## src/rtl/rgbled_pkg.sv

```systemverilog
// rgbled_pkg: shared types, reset constants and brightness scaling for the RGB LED sequencer
package rgbled_pkg;

    typedef struct packed {
        logic [7:0] r;
        logic [7:0] g;
        logic [7:0] b;
    } rgb_t;

    typedef logic [23:0] grb_word_t;

    typedef enum logic [1:0] {IDLE, LOAD, SEND, LATCH} rgbled_state_e;

    localparam logic [7:0] BrightReset = 8'hFF;

    // bright+1 as multiplier makes 255 the identity; the product never exceeds 16 bits
    function automatic logic [7:0] scale8(input logic [7:0] c, input logic [7:0] bright);
        logic [15:0] p;
        p = {8'd0, c} * {7'd0, {1'b0, bright} + 9'd1};
        return 8'(p >> 8);
    endfunction

endpackage

```

## src/rtl/rgbled_scale.sv

```systemverilog
// rgbled_scale: applies global brightness to one colour and reorders it to GRB wire order
module rgbled_scale
    import rgbled_pkg::*;
(
    input  rgb_t       i_col,
    input  logic [7:0] i_bright,
    output grb_word_t  o_word
);

    assign o_word = {scale8(i_col.g, i_bright), scale8(i_col.r, i_bright), scale8(i_col.b, i_bright)};

endmodule

```

## src/rtl/rgbled_ctrl.sv

```systemverilog
// rgbled_ctrl: holds per-LED colours and brightness, snapshots them on command and streams GRB words to ws281x_drv
module rgbled_ctrl
    import rgbled_pkg::*;
#(
    parameter int NumLeds = 2,
    parameter int IdxW    = (NumLeds > 1) ? $clog2(NumLeds) : 1
) (
    input  logic            clk_i,
    input  logic            rst_ni,
    input  logic            col_we_i,
    input  logic [IdxW-1:0] col_idx_i,
    input  logic [23:0]     col_i,
    input  logic            bright_we_i,
    input  logic [7:0]      bright_i,
    input  logic            update_i,
    input  logic            off_i,
    output logic            busy_o,
    output logic            go_o,
    output logic [23:0]     data_o,
    output logic            data_valid_o,
    output logic            data_last_o,
    input  logic            data_ack_i,
    input  logic            idle_i
);

    localparam logic [IdxW-1:0] LastIdx = IdxW'(NumLeds - 1);

    rgbled_state_e   r_state, w_state_nxt;
    rgb_t            r_col [NumLeds];
    grb_word_t       r_snap [NumLeds];
    grb_word_t       w_scaled [NumLeds];
    logic [7:0]      r_bright;
    logic            r_pend_upd, r_pend_off;
    logic [IdxW-1:0] r_idx;
    logic [IdxW-1:0] w_idx_nxt;
    grb_word_t       r_data;
    logic            r_valid;
    logic            w_upd, w_off, w_start, w_ack, w_at_last;

    // live command pulses count as pending so an IDLE start needs no extra cycle
    assign w_upd     = r_pend_upd | update_i;
    assign w_off     = r_pend_off | off_i;
    assign w_start   = (r_state == IDLE) & (w_upd | w_off);
    assign w_ack     = r_valid & data_ack_i;
    assign w_at_last = r_idx == LastIdx;
    assign w_idx_nxt = r_idx + 1'b1;

    for (genvar g = 0; g < NumLeds; g++) begin : g_scale
        rgbled_scale u_scale (
            .i_col    (r_col[g]),
            .i_bright (r_bright),
            .o_word   (w_scaled[g])
        );
    end

    always_ff @(posedge clk_i or negedge rst_ni) begin
        if (!rst_ni) r_state <= IDLE;
        else         r_state <= w_state_nxt;
    end

    always_comb begin
        w_state_nxt = r_state;
        case (r_state)
            IDLE:    w_state_nxt = w_start ? LOAD : IDLE;
            LOAD:    w_state_nxt = SEND;
            SEND:    w_state_nxt = (w_ack && w_at_last) ? LATCH : SEND;
            LATCH:   w_state_nxt = idle_i ? IDLE : LATCH;
            default: w_state_nxt = IDLE;
        endcase
    end

    always_ff @(posedge clk_i or negedge rst_ni) begin
        if (!rst_ni) begin
            for (int i = 0; i < NumLeds; i++) begin
                r_col[i]  <= '0;
                r_snap[i] <= '0;
            end
            r_bright   <= BrightReset;
            r_pend_upd <= 1'b0;
            r_pend_off <= 1'b0;
            r_idx      <= '0;
            r_data     <= '0;
            r_valid    <= 1'b0;
        end else begin
            if (col_we_i && 32'(col_idx_i) < NumLeds) r_col[col_idx_i] <= col_i;
            if (bright_we_i) r_bright <= bright_i;
            r_pend_upd <= w_start ? 1'b0 : w_upd;
            r_pend_off <= w_start ? 1'b0 : w_off;
            if (w_start) begin
                for (int i = 0; i < NumLeds; i++) r_snap[i] <= w_off ? '0 : w_scaled[i];
            end
            if (r_state == LOAD) begin
                r_idx   <= '0;
                r_data  <= r_snap[0];
                r_valid <= 1'b1;
            end else if (w_ack) begin
                if (w_at_last) begin
                    r_valid <= 1'b0;
                end else begin
                    r_idx  <= w_idx_nxt;
                    r_data <= r_snap[w_idx_nxt];
                end
            end
        end
    end

    assign busy_o       = (r_state != IDLE) | r_pend_upd | r_pend_off;
    assign go_o         = r_state != IDLE;
    assign data_o       = r_data;
    assign data_valid_o = r_valid;
    assign data_last_o  = r_valid & w_at_last;

endmodule

```

## config.mk

```make
export PLATFORM = sky130hd
export DESIGN_NAME = rgbled_ctrl
export DESIGN_NICKNAME = d
export VERILOG_FILES = /design/src/rtl/rgbled_pkg.sv /design/src/rtl/rgbled_scale.sv /design/src/rtl/rgbled_ctrl.sv
export SDC_FILE = /design/constraint.sdc
export NUM_CORES = 1
export LEC_CHECK = 0
export BUFFER_PORTS_ARGS = -buffer_cell sky130_fd_sc_hd__buf_2
export CAP_MARGIN = 20
export CORE_AREA = 2 2 265 162
export CTS_BUF_LIST = sky130_fd_sc_hd__clkbuf_16
export DETAILED_ROUTE_END_ITERATION = 12
export DIE_AREA = 0 0 267 164
export GPL_TIMING_DRIVEN = 0
export PLACE_DENSITY_LB_ADDON = 0.25
export SYNTH_ARGS = -nofsm -noshare
export SYNTH_HDL_FRONTEND = slang
export SYNTH_HIERARCHICAL = 1
export SYNTH_SLANG_ARGS = --single-unit
```

## constraint.sdc

```tcl
create_clock -name clk_i -period 8.6 [get_ports clk_i]
set_input_delay 0.86 -clock clk_i [delete_from_list [all_inputs] [get_ports clk_i]]
set_output_delay 0.86 -clock clk_i [all_outputs]
set_load 0.02 [all_outputs]
```

==> results of run 1 <==
## power groups by stage
stage               Combinational (mW)  Clock [mW]  Sequential, mW
floorplan                         4.42           0            1.01
global placement                  5.92           0            1.04
detailed placement                6.04           0            1.04
CTS                               6.11       0.717            1.03
global route                      6.96       0.746            1.06
finish                            6.09       0.703            1.03
## per-layer routing
| layer | vias to the layer above | routed length (um) |
|---|---|---|
| met4 | 0 | 323 |
| met3 | 24 | 4460 |
| met5 | - | 0 |
| met1 | 6592 | 24900 |
| li1 | 6269 | - |
| met2 | 409 | 19300 |
## registers in the layout (all words and copies together) (netlist names)
| name | cells |
|---|---|
| data_o | 24 |
| r_idx | 1 |
| data_valid_o | 1 |
| r_bright | 8 |
| r_pend_off | 1 |
| r_col | 48 |
| r_state | 2 |
| r_snap | 48 |
| r_pend_upd | 1 |
## cell usage in the layout (no fill, tap or decap), types with 22 or more instances in the layout
cell,instances
clkbuf_1,45
ha_1,194
xnor2_1,50
dfrtp_1,126
nor2_1,57
mux2i_1,52
and2_1,279
nand2_1,198
mux2_2,56
a31oi_1,32
a21oi_1,24
nand3_1,22
fa_1,240
buf_2,79
nor2b_1,57
inv_1,353
## path summary, 6_finish.rpt
| kind | from | end | slack (ns) | cells past startpoint |
|---|---|---|---|---|
| max reg2reg | r_bright[0] | r_snap[47] | 0.88 | 21 |
| min reg2reg | r_snap[11] | r_snap[11] | 0.52 | 2 |
| max in group asynchronous | rst_ni | r_bright[5] | 7.42 | 2 |
| min in group clk_i | r_snap[11] | r_snap[11] | 0.52 | 2 |
| min | rst_ni | r_snap[42] | 0.34 | 1 |
| max | r_bright[0] | r_snap[47] | 0.88 | 21 |
## area by class of cell
class,instances,area (um^2),share of cell area
Inverter,353,1330,0.0659
Antenna cell,2,5.00,0.000249
Multi-Input combinational cell,1407,13500,0.671
Buffer,63,279,0.0139
Clock inverter,15,131,0.00654
Clock buffer,17,425,0.0212
Timing Repair Buffer,68,369,0.0184
Sequential cell,134,3360,0.167
Tap cell,570,713,0.0355
## through the flow
step                      total power, mW  instance area (um^2)  instances  setup slack (ns)   util
after floorplan                      5.43                 18500       1957              3.22      -
after global placement               6.96                 19500       2594             0.915  0.471
after detailed placement             7.08                 19500       2595             0.961  0.471
after CTS                            7.85                 20100       2627             0.950  0.485
after global routing                 8.76                 20100       2627             0.536  0.485
final                                7.82                 20100       2629             0.880  0.485
## kinds of logic after synthesis
kind of cell	count (synthesis)	synth area share
adder cells (fa/ha/maj)	434	0.392
multiplexers	108	0.0624
XOR/XNOR	70	0.0332
AND/OR/NAND/NOR	680	0.198
buffers and inverters	416	0.0869
AO/OA/AOI/OAI	115	0.0452
flip-flops	134	0.182
==> results.py, run 1 <==
metrics = {
    "timing": {
        "finalSetupTns_ns": 0,
        "tightest_slew_ns": 1.06,
        "setup_viol": 0,
        "period_share": 0.898,
        "max_clock_freq_mhz": 130,
        "hold_viol": 0,
        "maxSlewHeadroom": 0.291,
        "slew_viol_final": 0,
        "fin_skew_ns": 0.0102,
        "finalCriticalPeriod_ns": 7.72,
        "worst_hold_slack_ns": 0.340,
        "rsz0062_at_grt": "false",
    },
    "yosys": {
        "synthArstFlopShare": 1.00,
        "ys_seq_area_frac": 0.182,
        "syn-cell-area_mm2": 0.0185,
        "synthTopCellsByArea": "fa_1 (26%), dfrtp_1 (17%), ha_1 (13%)",
        "yosysWarnings": 6,
        "synth.distinct_cells": 67,
        "yosysTopAreaCell": "fa_1",
        "synth-edff-count": 0,
        "synth_fp_nets": 2432,
        "ys_seq_elements": 134,
        "synth.top_cell.area_share": 0.260,
        "synth_common_cells": "inv_1 (352), and2_1 (279), fa_1 (240), nand2_1 (198), ha_1 (194)",
        "yosysMostFrequentCell": "inv_1",
        "synth.avg_cell_area_um2": 9.43,
        "synthCells": 1957,
        "ys.flop_type": "dfrtp_1",
    },
    "critical_path": {
        "max_stage_delay_ns": 0.87,
        "cpMostUsedCell": "fa_1",
        "crit_slowest_cell": "xnor2_1",
        "worstPathCellList": "clkbuf_1 -> nand3_1 -> xnor2_1 -> clkbuf_1 -> nand2_1 -> fa_1 -> fa_1 -> inv_1 -> fa_1 -> inv_1 -> fa_1 -> inv_1 -> ha_1 -> nor4_1 -> o21ai_0 -> nand3_1 -> a21oi_1 -> or4_1 -> o311ai_1 -> nand2_1 -> mux2i_1",
        "endpoint_kind": "flop",
        "crit_family": "adder cells",
        "crit_arrival_ns": 8.08,
        "worstPathRequired_ns": 8.96,
        "path_class": "reg2reg",
        "path_max_fanout": 12,
        "critical_path_buf_inv_count": 5,
        "critical_path.startpoint_type": "flop",
    },
    "pwr": {
        "combPwrFrac": 0.779,
        "clkPwrFrac": 0.090,
        "p_switching_mw": 4.10,
        "p_seq_frac": 0.131,
        "p_sw_frac": 0.525,
        "pwr_density_cell_mw_per_mm2": 389,
        "ir_drop_uv": 321,
        "p_leak_nw": 10.0,
        "p_int_mw": 3.72,
    },
    "floorplan": {
        "start_util": 0.445,
        "die-area_mm2": 0.0438,
        "num_rows": 58,
        "core_mm2": 0.0414,
        "fp.dieW_um": 267,
        "io_pins": 69,
        "die_h_um": 164,
    },
    "drt": {
        "vias_per_cell": 5.06,
        "route.detailed.drc": 0,
        "drt_iter0_drc": 932,
        "wirelength_um": 49000,
        "final_antenna_net_count": 0,
        "drt_pass1_iterations": 5,
        "num_vias": 13300,
        "routedWlPerCell_um": 18.6,
    },
    "cts": {
        "ctsLongestPathBuffers": 2,
        "cts-resized-gates": 0,
        "cts_tree": "done",
        "insertion_delay_ns": 0.44,
        "cts_setup_buffers": 0,
        "cts_made_buffers": 17,
        "clk_pin_slew_ns": 0.07,
        "cts_hold_buf": 0,
        "cts_max_level": 4,
        "cts-root-buf": "clkbuf_16",
        "cts.sinks": 134,
    },
    "global_route": {
        "met1_usage": 0.366,
        "antenna_found_initial": 3,
        "grt_use_met3": 0.0702,
        "grt_util_met2": 0.329,
        "grt_pass1_wl_um": 78300,
        "grt_pass1_vias": 13800,
        "grt_max_degree": 94,
        "busiest_layer": "met1",
        "gr-total-overflow": 0,
        "track_usage": 0.236,
    },
    "final_layout": {
        "nets": 2519,
        "drive_gt1_frac": 0.0972,
        "layout-area-overhead-vs-synth_pct": 8.91,
        "fill_cells": 3911,
    },
    "hold_path": {
        "holdCritPathClass": "in2async",
    },
    "run_status": {
        "status": "finished clean",
    },
    "place": {
        "io_buffer_count": 67,
        "dpl.hpwl_um": 40600,
        "place_congestion": 0.913,
    },
    "job": {
        "max_cap_viol_count": 0,
    },
}
(Power assumes the default switching activity.)
==> run 2, diff against run 1 <==
- CTS_BUF_LIST: sky130_fd_sc_hd__clkbuf_16 -> sky130_fd_sc_hd__clkbuf_2
==> run 2 against run 1 <==
Critical path type unchanged; register-to-register slack got worse by 0.09 ns; largest power group unchanged; clock-buffer cell count is 1 higher; first-iteration DRC count decreased by 4.6%; non-clock buffer count is 1 higher.
==> results.py, run 2 (synthesis gave the netlist of run 1 again) <==
metrics = {
    "drt": {
        "num_vias": 13300,
        "routedWlPerCell_um": 18.6,
        "drt_iter0_drc": 889,
        "wirelength_um": 48900,
        "drt_pass1_iterations": 5,
        "final_antenna_net_count": 0,
        "route.detailed.drc": 0,
        "vias_per_cell": 5.06,
    },
    "critical_path": {
        "rr_endpoint": "r_snap[47]",
        "crit_slowest_cell": "xnor2_1",
        "cpMostUsedCell": "fa_1",
        "worstRegToRegCells": 21,
        "crit_arrival_ns": 8.55,
        "r2r_start": "r_bright[0]",
        "path_max_fanout": 12,
        "worstPathCellList": "clkbuf_1 -> nand3_1 -> xnor2_1 -> clkbuf_1 -> nand2_1 -> fa_1 -> fa_1 -> inv_1 -> fa_1 -> inv_1 -> fa_1 -> inv_1 -> ha_1 -> nor4_1 -> o21ai_0 -> nand3_1 -> a21oi_1 -> or4_1 -> o311ai_1 -> nand2_1 -> mux2i_1",
        "endpoint_kind": "flop",
        "worstPathRequired_ns": 9.34,
        "path_class": "reg2reg",
        "rrSetupSlack_ns": 0.79,
        "critical_path_buf_inv_count": 5,
        "crit_family": "adder cells",
        "critical_path.startpoint_type": "flop",
        "max_stage_delay_ns": 0.91,
    },
    "global_route": {
        "grt_max_degree": 94,
        "grt_pass1_wl_um": 78000,
        "grt_pass1_vias": 13800,
        "gr-total-overflow": 0,
        "track_usage": 0.235,
        "antenna_found_initial": 3,
    },
    "hold_path": {
        "holdCritPathClass": "in2reg",
        "min_path_cells": 2,
        "min_from": "bright_i[2]",
        "hold_end": "r_bright[2]",
    },
    "final_layout": {
        "fill_cells": 3955,
        "nets": 2520,
        "layout_common_cells": "inv_1 (352), and2_1 (279), fa_1 (240)",
        "layout-area-overhead-vs-synth_pct": 7.13,
        "layout_commonest_cell": "inv_1",
        "drive_gt1_frac": 0.0977,
        "final_area_mm2": 0.0198,
    },
    "timing": {
        "rsz0062_at_grt": "false",
        "finalSetupTns_ns": 0,
        "max_clock_freq_mhz": 128,
        "tightest_slew_ns": 1.11,
        "setup_viol": 0,
        "hold_viol": 0,
        "fin_skew_ns": 0.0362,
        "slew_viol_final": 0,
        "finalCriticalPeriod_ns": 7.81,
        "period_share": 0.909,
        "worst_hold_slack_ns": 0.289,
        "maxSlewHeadroom": 0.256,
    },
    "floorplan": {
        "fp.dieW_um": 267,
        "die-area_mm2": 0.0438,
        "num_rows": 58,
        "start_util": 0.445,
        "die_h_um": 164,
        "io_pins": 69,
        "core_mm2": 0.0414,
    },
    "cts": {
        "cts-root-buf": "clkbuf_2",
        "cts.sinks": 134,
        "cts_hold_buf": 1,
        "cts_setup_buffers": 0,
        "ctsLongestPathBuffers": 2,
        "cts_max_level": 4,
        "cts_tree": "done",
        "cts-resized-gates": 0,
        "cts_made_buffers": 17,
        "insertion_delay_ns": 0.79,
        "clk_pin_slew_ns": 0.24,
    },
    "place": {
        "place_congestion": 0.913,
        "placed_area_mm2": 0.0195,
        "io_buffer_count": 67,
        "dpl.hpwl_um": 40600,
    },
    "run_status": {
        "status": "finished clean",
    },
    "pwr": {
        "ir_drop_uv": 321,
        "p_leak_nw": 9.90,
        "finalPower_mw": 7.50,
        "pwr_density_cell_mw_per_mm2": 380,
    },
    "job": {
        "max_cap_viol_count": 0,
    },
}
-- run 2: power breakdown --
part	internal, mW	total (mW)	leakage (nW)	switching, mW
combinational	2.51	6.10	8.12	3.59
clock	0.107	0.375	0.117	0.268
sequential	0.810	1.02	1.66	0.214
-- run 2: layout make-up --
class | count | area [um^2] | share of cell area
Antenna cell | 2 | 5.00 | 0.000253
Buffer | 63 | 279 | 0.0141
Clock buffer | 18 | 90.1 | 0.00456
Clock inverter | 14 | 128 | 0.00646
Inverter | 353 | 1330 | 0.0670
Multi-Input combinational cell | 1407 | 13500 | 0.682
Sequential cell | 134 | 3360 | 0.170
Tap cell | 570 | 713 | 0.0361
Timing Repair Buffer | 69 | 379 | 0.0192
-- run 2: worst max-delay path by stage --
| stage | start | endpoint | slack [ns] | cells past startpoint |
|---|---|---|---|---|
| floorplan | r_bright[0] | r_snap[47] | 3.22 | 21 |
| global placement | r_bright[0] | r_snap[47] | 0.91 | 21 |
| detailed placement | r_bright[0] | r_snap[47] | 0.96 | 21 |
| CTS | r_bright[0] | r_snap[47] | 0.92 | 21 |
| global route | r_bright[0] | r_snap[47] | 0.48 | 21 |
| finish | r_bright[0] | r_snap[47] | 0.79 | 21 |
-- run 2: routing by layer --
metal / global-route usage / share of wire / vias up
met1: 0.367 / 0.51 / 6624
met4: 0.0209 / 0.0060 / 0
met3: 0.0676 / 0.085 / 23
met5: 0 / 0 / -
li1: - / - / 6270
met2: 0.328 / 0.40 / 396
-- run 2: stage by stage --
stage	instances	utilization	setup slack (ns)
2_1_floorplan	1957	-	3.22
3_3_place_gp	2594	0.471	0.915
3_5_place_dp	2595	0.471	0.961
4_1_cts	2628	0.477	0.919
5_1_grt	2628	0.477	0.482
6_report	2630	0.477	0.787
